## src/rtl/nibbler_fetch_ctrl.sv

```systemverilog
// Fetch/execute sequencer for the Nibbler CPU: steps the program counter,
// latches instruction/operand bytes from ROM and strobes the execute stage.
module nibbler_fetch_ctrl #(
    parameter int PC_W = 12,
    parameter int IW   = 8
) (
    input  logic            CLK,
    input  logic            reset,
    input  logic            run,
    input  logic            step,
    input  logic [IW-1:0]   prog_byte,
    input  logic            flag_c,
    input  logic            flag_z,
    output logic            pc_enable,
    output logic            pc_load,
    output logic [PC_W-1:0] pc_load_addr,
    output logic [IW-1:0]   instr,
    output logic [IW-1:0]   operand,
    output logic            exec_strobe,
    output logic            halted,
    output logic [2:0]      state_o
);

    typedef enum logic [2:0] {
        IDLE   = 3'd0,
        FETCH  = 3'd1,
        FETCH2 = 3'd2,
        EXEC   = 3'd3,
        HALT   = 3'd4
    } state_t;

    state_t          state_q, state_d;
    logic            step_q;
    logic            step_pulse;
    logic            taken;
    logic [3:0]      opcode;
    logic [PC_W-1:0] target;

    // Conditional/unconditional jumps (0xA-0xE) carry a second address byte.
    function automatic logic is_two_byte(input logic [3:0] op);
        return (op >= 4'hA) && (op <= 4'hE);
    endfunction

    function automatic logic jump_taken(input logic [3:0] op, input logic c, input logic z);
        case (op)
            4'hA:    return c;
            4'hB:    return ~c;
            4'hC:    return z;
            4'hD:    return ~z;
            4'hE:    return 1'b1;
            default: return 1'b0;
        endcase
    endfunction

    assign step_pulse = step & ~step_q;
    assign opcode     = instr[7:4];
    assign target     = PC_W'({instr[3:0], operand});
    assign taken      = jump_taken(opcode, flag_c, flag_z);
    assign state_o    = state_q;

    always_ff @(posedge CLK or negedge reset) begin
        if (!reset) begin
            state_q <= IDLE;
            step_q  <= 1'b0;
        end else begin
            state_q <= state_d;
            step_q  <= step;
        end
    end

    always_ff @(posedge CLK or negedge reset) begin
        if (!reset) begin
            instr   <= '0;
            operand <= '0;
        end else begin
            if (state_q == FETCH)
                instr <= prog_byte;
            if (state_q == FETCH2)
                operand <= prog_byte;
        end
    end

    always_comb begin
        state_d      = state_q;
        pc_enable    = 1'b0;
        pc_load      = 1'b0;
        pc_load_addr = '0;
        exec_strobe  = 1'b0;
        halted       = 1'b0;
        case (state_q)
            IDLE: begin
                if (run || step_pulse)
                    state_d = FETCH;
            end
            FETCH: begin
                pc_enable = 1'b1;
                state_d   = is_two_byte(prog_byte[7:4]) ? FETCH2 : EXEC;
            end
            FETCH2: begin
                pc_enable = 1'b1;
                state_d   = EXEC;
            end
            EXEC: begin
                exec_strobe = 1'b1;
                pc_load     = taken;
                if (taken)
                    pc_load_addr = target;
                // Dropping to IDLE without run is what makes step mode one-shot.
                if (opcode == 4'hF)
                    state_d = HALT;
                else if (run)
                    state_d = FETCH;
                else
                    state_d = IDLE;
            end
            HALT: begin
                halted = 1'b1;
            end
            default: state_d = IDLE;
        endcase
    end

endmodule

```

## config.mk

```make
export PLATFORM = sky130hd
export DESIGN_NAME = nibbler_fetch_ctrl
export DESIGN_NICKNAME = d
export VERILOG_FILES = /design/src/rtl/nibbler_fetch_ctrl.sv
export SDC_FILE = /design/constraint.sdc
export NUM_CORES = 1
export LEC_CHECK = 0
export CAP_MARGIN = 0
export CORE_UTILIZATION = 43
export DETAILED_ROUTE_END_ITERATION = 10
export HOLD_SLACK_MARGIN = 0.06
export PLACE_DENSITY = 0.84
export SLEW_MARGIN = 20
export SYNTH_ARGS = -nofsm -noshare
export SYNTH_HDL_FRONTEND = slang
export SYNTH_SLANG_ARGS = --single-unit
```

## constraint.sdc

```tcl
create_clock -name CLK -period 3.9 [get_ports CLK]
set_input_delay 0.39 -clock CLK [delete_from_list [all_inputs] [get_ports CLK]]
set_output_delay 0.39 -clock CLK [all_outputs]
set_load 0.03 [all_outputs]
```

==> impl_metrics.env, run 1 <==
export IMPL_slew_violations=0
export IMPL_rsz0062_at_grt="false"
export IMPL_dominantRegCellSynth="dfrtp_1"
export IMPL_worstReg2RegStart="state_o[0]"
export IMPL_yosys_warnings=0
export IMPL_swShare=0.4857
export IMPL_crit_arrival_ns=2.35
export IMPL_async_flop_share=1.000
export IMPL_required_ns=3.51
export IMPL_overflow=0
export IMPL_numCtsBuffers=3
export IMPL_status="complete, no violations"
export IMPL_fmax_ghz=0.3653
export IMPL_p_clk_frac=0.066
export IMPL_clockBufferDepth=2
export IMPL_vdd_drop_max_uv=619.9
export IMPL_syn_num_nets=107
export IMPL_comb_power_share=0.648
export IMPL_netlist_area_mm2=0.001028
export IMPL_ctsResizeCount=0
export IMPL_ant_nets=0
export IMPL_synth_cell_type_count=29
export IMPL_port_buffers=48
export IMPL_cp_slowest_cell="nor3b_2"
export IMPL_worstPathCellList="nor3b_2 > or2_2 > clkdlybuf4s50_1"
export IMPL_drtIter0Drc=9
export IMPL_root_buffer="clkbuf_4"
export IMPL_critical_path_class="reg -> out"
export IMPL_cts_sinks=20
export IMPL_antenna_found_initial=0
export IMPL_tns_ns=0
export IMPL_num_fill_cells=177
export IMPL_dieArea_mm2=0.002591
export IMPL_rrSetupSlack_ns=2.22
export IMPL_final_cell_mix="clkdlybuf4s50_1, dfrtp_1, inv_1, nor3_2"
export IMPL_hpwlAfterDp_um=1795
export IMPL_io_pins=49
export IMPL_relSlewSlack=0.4315
export IMPL_fin_crit_sh=0.7019
export IMPL_core_area_mm2=0.002233
export IMPL_n_antenna_cell=0
export IMPL_wl_per_cell_um=13.49
export IMPL_p_per_area_mw_per_mm2=910.4
export IMPL_tightest_slew_ns=0.8500
export IMPL_seq_power_share=0.286
export IMPL_die_height_um=50.91
export IMPL_grt_pass1_wl_um=4015
export IMPL_ff2ff_path_depth=2
export IMPL_path_max_fanout=15
export IMPL_drt_first_pass_iters=4
export IMPL_layout_commonest_cell="clkdlybuf4s50_1"
export IMPL_clock_skew_ns=0.003032
export IMPL_hold_path_class="reg -> reg"
export IMPL_std_cell_rows=17
export IMPL_layout_drive_gt1_share=0.1831
export IMPL_grt_start_max_net_pins=21
export IMPL_r2r_end="instr[7]"
export IMPL_cts_hold_buffers=0
export IMPL_design_area_mm2=0.001550
export IMPL_clk_latency_ns=0.29
export IMPL_fin_util=0.6941
export IMPL_area_delta_synth_final_pct=50.73
export IMPL_switchingPower_uw=685.5
export IMPL_chipWidth_um=50.91
export IMPL_place_congestion=0.7509
export IMPL_dpl_instance_area_mm2=0.001528
export IMPL_drc=0
export IMPL_grt_usage=0.2097
export IMPL_htreeDepth=1
export IMPL_yosys_register_bits=20
export IMPL_netlist_instances=93
export IMPL_regArea_um2=500.5
export IMPL_multi_input_area_um2=440.4
export IMPL_final_cells=170
export IMPL_grt_pass1_vias=913
export IMPL_cp_start_kind="register"
export IMPL_cp_end_kind="output pin"
export IMPL_via_per_inst=5.176
export IMPL_fin_nets=158
export IMPL_setup_viol=0
export IMPL_hp_start="operand[7]"
export IMPL_slowest_delay_ns=0.70
export IMPL_initial_core_util=0.4605
export IMPL_p_leak_nw=0.6403
export IMPL_maxCapViolations=0
export IMPL_cts_tree="done"
export IMPL_hold_end="operand[7]"
export IMPL_clk_pin_slew_ns=0.10
export IMPL_p_int_uw=725.8
export IMPL_post_route_min_period_ns=2.737
export IMPL_post_cts_setup_buffer_count=0
export IMPL_vias=880
export IMPL_synth_edf_count=0
export IMPL_hold_violations=0
export IMPL_dpl_cell_count=167
export IMPL_hold_path_depth=1
export IMPL_totalWireLength_um=2293
export IMPL_syn_avg_cell_area_um2=11.06
export IMPL_ys_seq_area_frac=0.4866
## synth_stat cells, types with 2 or more instances
master	count	area share
nor3_2	9	0.088
inv_1	14	0.051
o21bai_1	2	0.015
or2_2	2	0.012
nand2_1	6	0.022
buf_4	2	0.015
mux2_2	6	0.066
nor3_1	3	0.015
o21ai_0	6	0.029
dfrtp_1	20	0.49
mux2_1	5	0.055
## how the worst max path moves through the flow
| stage | cells past startpoint | to | slack [ns] | start |
|---|---|---|---|---|
| 5_1_grt | 3 | pc_enable | 0.95 | state_o[0] |
| 3_5_place_dp | 5 | pc_load_addr[11] | 1.21 | flag_z |
| 4_1_cts | 3 | pc_enable | 1.14 | state_o[0] |
| 3_3_place_gp | 5 | pc_load_addr[11] | 1.30 | flag_z |
| 6_report | 3 | pc_enable | 1.16 | state_o[0] |
| 2_1_floorplan | 5 | pc_load_addr[11] | 1.62 | state_o[1] |
## state kept, by name, indices dropped and copies added (netlist names)
register	flops
instr	8
operand	8
state_o	3
step_q	1
## layout make-up
class | count | share of cell area
clock buffer | 3 | 0.01453
tap | 28 | 0.02260
sequential | 20 | 0.3228
timing repair buffer | 50 | 0.3196
inverter | 15 | 0.03632
multi-input combinational | 54 | 0.2841
## cells by family (layout without fill, tap and decap cells)
| kind of cell | count (synthesis) | count (layout) | share of synthesized area |
|---|---|---|---|
| AO/OA/AOI/OAI | 13 | 13 | 0.09490 |
| XOR/XNOR | 1 | 1 | 0.008517 |
| buffers and inverters | 19 | 68 | 0.08514 |
| flip-flops | 20 | 20 | 0.4866 |
| multiplexers | 12 | 12 | 0.1302 |
| AND/OR/NAND/NOR | 28 | 28 | 0.1946 |
## power by group through the flow
stage	sequential, mW	clock (mW)	combinational (mW)
6_report	0.404	0.0934	0.914
2_1_floorplan	0.582	0	0.400
3_3_place_gp	0.401	0	0.899
5_1_grt	0.419	0.105	0.981
3_5_place_dp	0.409	0	0.919
4_1_cts	0.405	0.0954	0.923
## layer usage
layer,part of all wire,track usage
met1,0.41,0.2543
met2,0.53,0.3684
met3,0.047,0.02976
met4,0.012,0.08796
met5,0,0
## worst max-delay path: cells and delay by family, from the launching register on
kind	cells	cell delay [ns]
buffers and inverters	1	0.66
flip-flops	1	0.47
AND/OR/NAND/NOR	2	0.93
## per-stage QoR
stage,worst slack (ns),power (mW),hold slack [ns]
floorplan,1.620,0.9818,0.09441
global placement,1.301,1.300,0.4967
detailed placement,1.213,1.328,0.5078
CTS,1.142,1.423,0.5316
global route,0.9469,1.505,0.5505
finish,1.163,1.411,0.5221
(Power assumes the default switching activity.)
==> inputs of run 2 (changes only) <==
- CORE_UTILIZATION: 43 -> 40
- PLACE_DENSITY: 0.84 -> 0.79
- clock period: 3.9 -> 2.75 ns (I/O delays scaled with it)
==> run 2 against run 1 <==
Compared with the run above:
- via count shrank 0.11%
- total power increased by 45%
- first-iteration DRC count up 11%
- final cell count grew 2.4%
- sequential share of layout area down 0.49 points
- worst setup slack lost 1.0 ns
- critical path depth is 3 higher
- design area is 1.5% higher
- clock power rose by 79%
- critical path type unchanged
- routed wire length rose by 4.3%
- register-to-register slack got worse by 1.0 ns
==> impl_metrics.env, run 2 (synthesis gave the netlist of run 1 again) <==
export IMPL_ctsResizeCount=0
export IMPL_fin_nets=159
export IMPL_die_height_um=52.71
export IMPL_overflow=0
export IMPL_design_area_mm2=0.001574
export IMPL_rrSetupSlack_ns=1.22
export IMPL_required_ns=2.48
export IMPL_maxCapViolations=0
export IMPL_cp_start_kind="register"
export IMPL_antenna_found_initial=0
export IMPL_layout_commonest_cell="clkdlybuf4s50_1"
export IMPL_via_per_inst=5.052
export IMPL_cts_hold_buffers=0
export IMPL_worst_path_stages=6
export IMPL_place_congestion=0.7263
export IMPL_drtIter0Drc=10
export IMPL_slew_violations=0
export IMPL_final_cells=174
export IMPL_wl_per_cell_um=13.75
export IMPL_totalWireLength_um=2392
export IMPL_ff2ff_path_depth=4
export IMPL_htreeDepth=1
export IMPL_fin_util=0.6412
export IMPL_root_buffer="clkbuf_4"
export IMPL_status="complete, no violations"
export IMPL_dieArea_mm2=0.002778
export IMPL_hpwlAfterDp_um=1850
export IMPL_crit_arrival_ns=2.33
export IMPL_dpl_cell_count=170
export IMPL_post_cts_setup_buffer_count=0
export IMPL_p_per_area_mw_per_mm2=1302
export IMPL_cts_sinks=20
export IMPL_slowest_delay_ns=0.72
export IMPL_cpLargestDelayFamily="buffers and inverters"
export IMPL_hp_start="step"
export IMPL_ant_nets=0
export IMPL_std_cell_rows=18
export IMPL_clk_latency_ns=0.29
export IMPL_worstReg2RegStart="state_o[1]"
export IMPL_final_cell_mix="clkdlybuf4s50_1, dfrtp_1, inv_1, nor3_2"
export IMPL_worstPathCellList="nor2b_2 > nand2_1 > inv_2 > o211ai_4 > nor3_1 > clkdlybuf4s50_1"
export IMPL_grt_usage=0.1890
export IMPL_post_route_min_period_ns=2.605
export IMPL_hold_violations=0
export IMPL_cts_tree="done"
export IMPL_p_leak_nw=0.6525
export IMPL_core_area_mm2=0.002455
export IMPL_hold_end="step_q"
export IMPL_layout_drive_gt1_share=0.1944
export IMPL_clock_skew_ns=0.003270
export IMPL_io_pins=49
export IMPL_grt_start_max_net_pins=21
export IMPL_initial_core_util=0.4190
export IMPL_chipWidth_um=52.71
export IMPL_drc=0
export IMPL_port_buffers=48
export IMPL_area_delta_synth_final_pct=53.04
export IMPL_vdd_drop_max_uv=996.6
export IMPL_setup_viol=0
export IMPL_clk_pin_slew_ns=0.11
export IMPL_vias=879
export IMPL_grt_pass1_vias=821
export IMPL_clockBufferDepth=2
export IMPL_cp_end_kind="output pin"
export IMPL_tightest_slew_ns=0.8925
export IMPL_dpl_instance_area_mm2=0.001538
export IMPL_fin_crit_sh=0.9471
export IMPL_numCtsBuffers=3
export IMPL_startpoint="state_o[1]"
export IMPL_hold_path_depth=1
export IMPL_n_antenna_cell=0
export IMPL_cp_slowest_cell="clkdlybuf4s50_1"
export IMPL_relSlewSlack=0.4031
export IMPL_r2r_end="operand[4]"
export IMPL_drt_first_pass_iters=5
export IMPL_grt_pass1_wl_um=3753
export IMPL_critical_path_class="reg -> out"
export IMPL_worst_path_buf_inv=2
export IMPL_rsz0062_at_grt="false"
export IMPL_path_max_fanout=13
export IMPL_fmax_ghz=0.3839
export IMPL_hold_path_class="in -> reg"
export IMPL_tns_ns=0
[run 2: cell count changes in the layout (fill, tap and decap cells not counted)]
cell,previous run,this run
buf_4,2,3
clkbuf_8,0,1
[run 2: final cells by class]
| cell class | instances | area [um2] |
|---|---|---|
| clock buffers | 4 | 36.28 |
| fillers | 210 | 880.8 |
| inverters | 15 | 56.30 |
| multi-input cells | 54 | 440.4 |
| flip-flops and latches | 20 | 500.5 |
| well taps | 30 | 37.54 |
| repair buffers | 51 | 503.0 |
[run 2: worst register-to-register path: stages, from the launching register on]
cell and delay, ns:
dfrtp_1 0.47, nor2b_2 0.21, nor2b_1 0.19, buf_4 0.22, mux2_2 0.35
[run 2: power breakdown]
| group | internal (mW) | total, mW | switching (mW) | leakage [nW] |
|---|---|---|---|---|
| Clock | 0.0805 | 0.167 | 0.0869 | 0.0210 |
| Combinational | 0.555 | 1.31 | 0.755 | 0.392 |
| Sequential | 0.433 | 0.572 | 0.138 | 0.239 |
[run 2: how the worst max path moves through the flow]
stage                             endpoint
after floorplan           pc_load_addr[11]
after global placement     pc_load_addr[5]
after detailed placement   pc_load_addr[5]
after CTS                  pc_load_addr[5]
after global routing       pc_load_addr[5]
final                      pc_load_addr[5]
[run 2: metrics by stage]
stage          power, mW  setup slack [ns]  hold slack [ns]
6_report           2.049            0.1454           0.4676
3_3_place_gp       1.863            0.3675           0.4990
4_1_cts            2.071            0.1221           0.4544
2_1_floorplan      1.392            0.5847         -0.02059
5_1_grt            2.169           0.02063           0.4544
3_5_place_dp       1.902            0.2662           0.5101
[run 2: layer usage]
metal	vias up	track usage	share of wire
met1	431	0.2377	0.44
met3	2	0.02899	0.044
met4	0	0.03947	0.0050
met5	-	0	0
li1	416	-	-
met2	30	0.3376	0.51
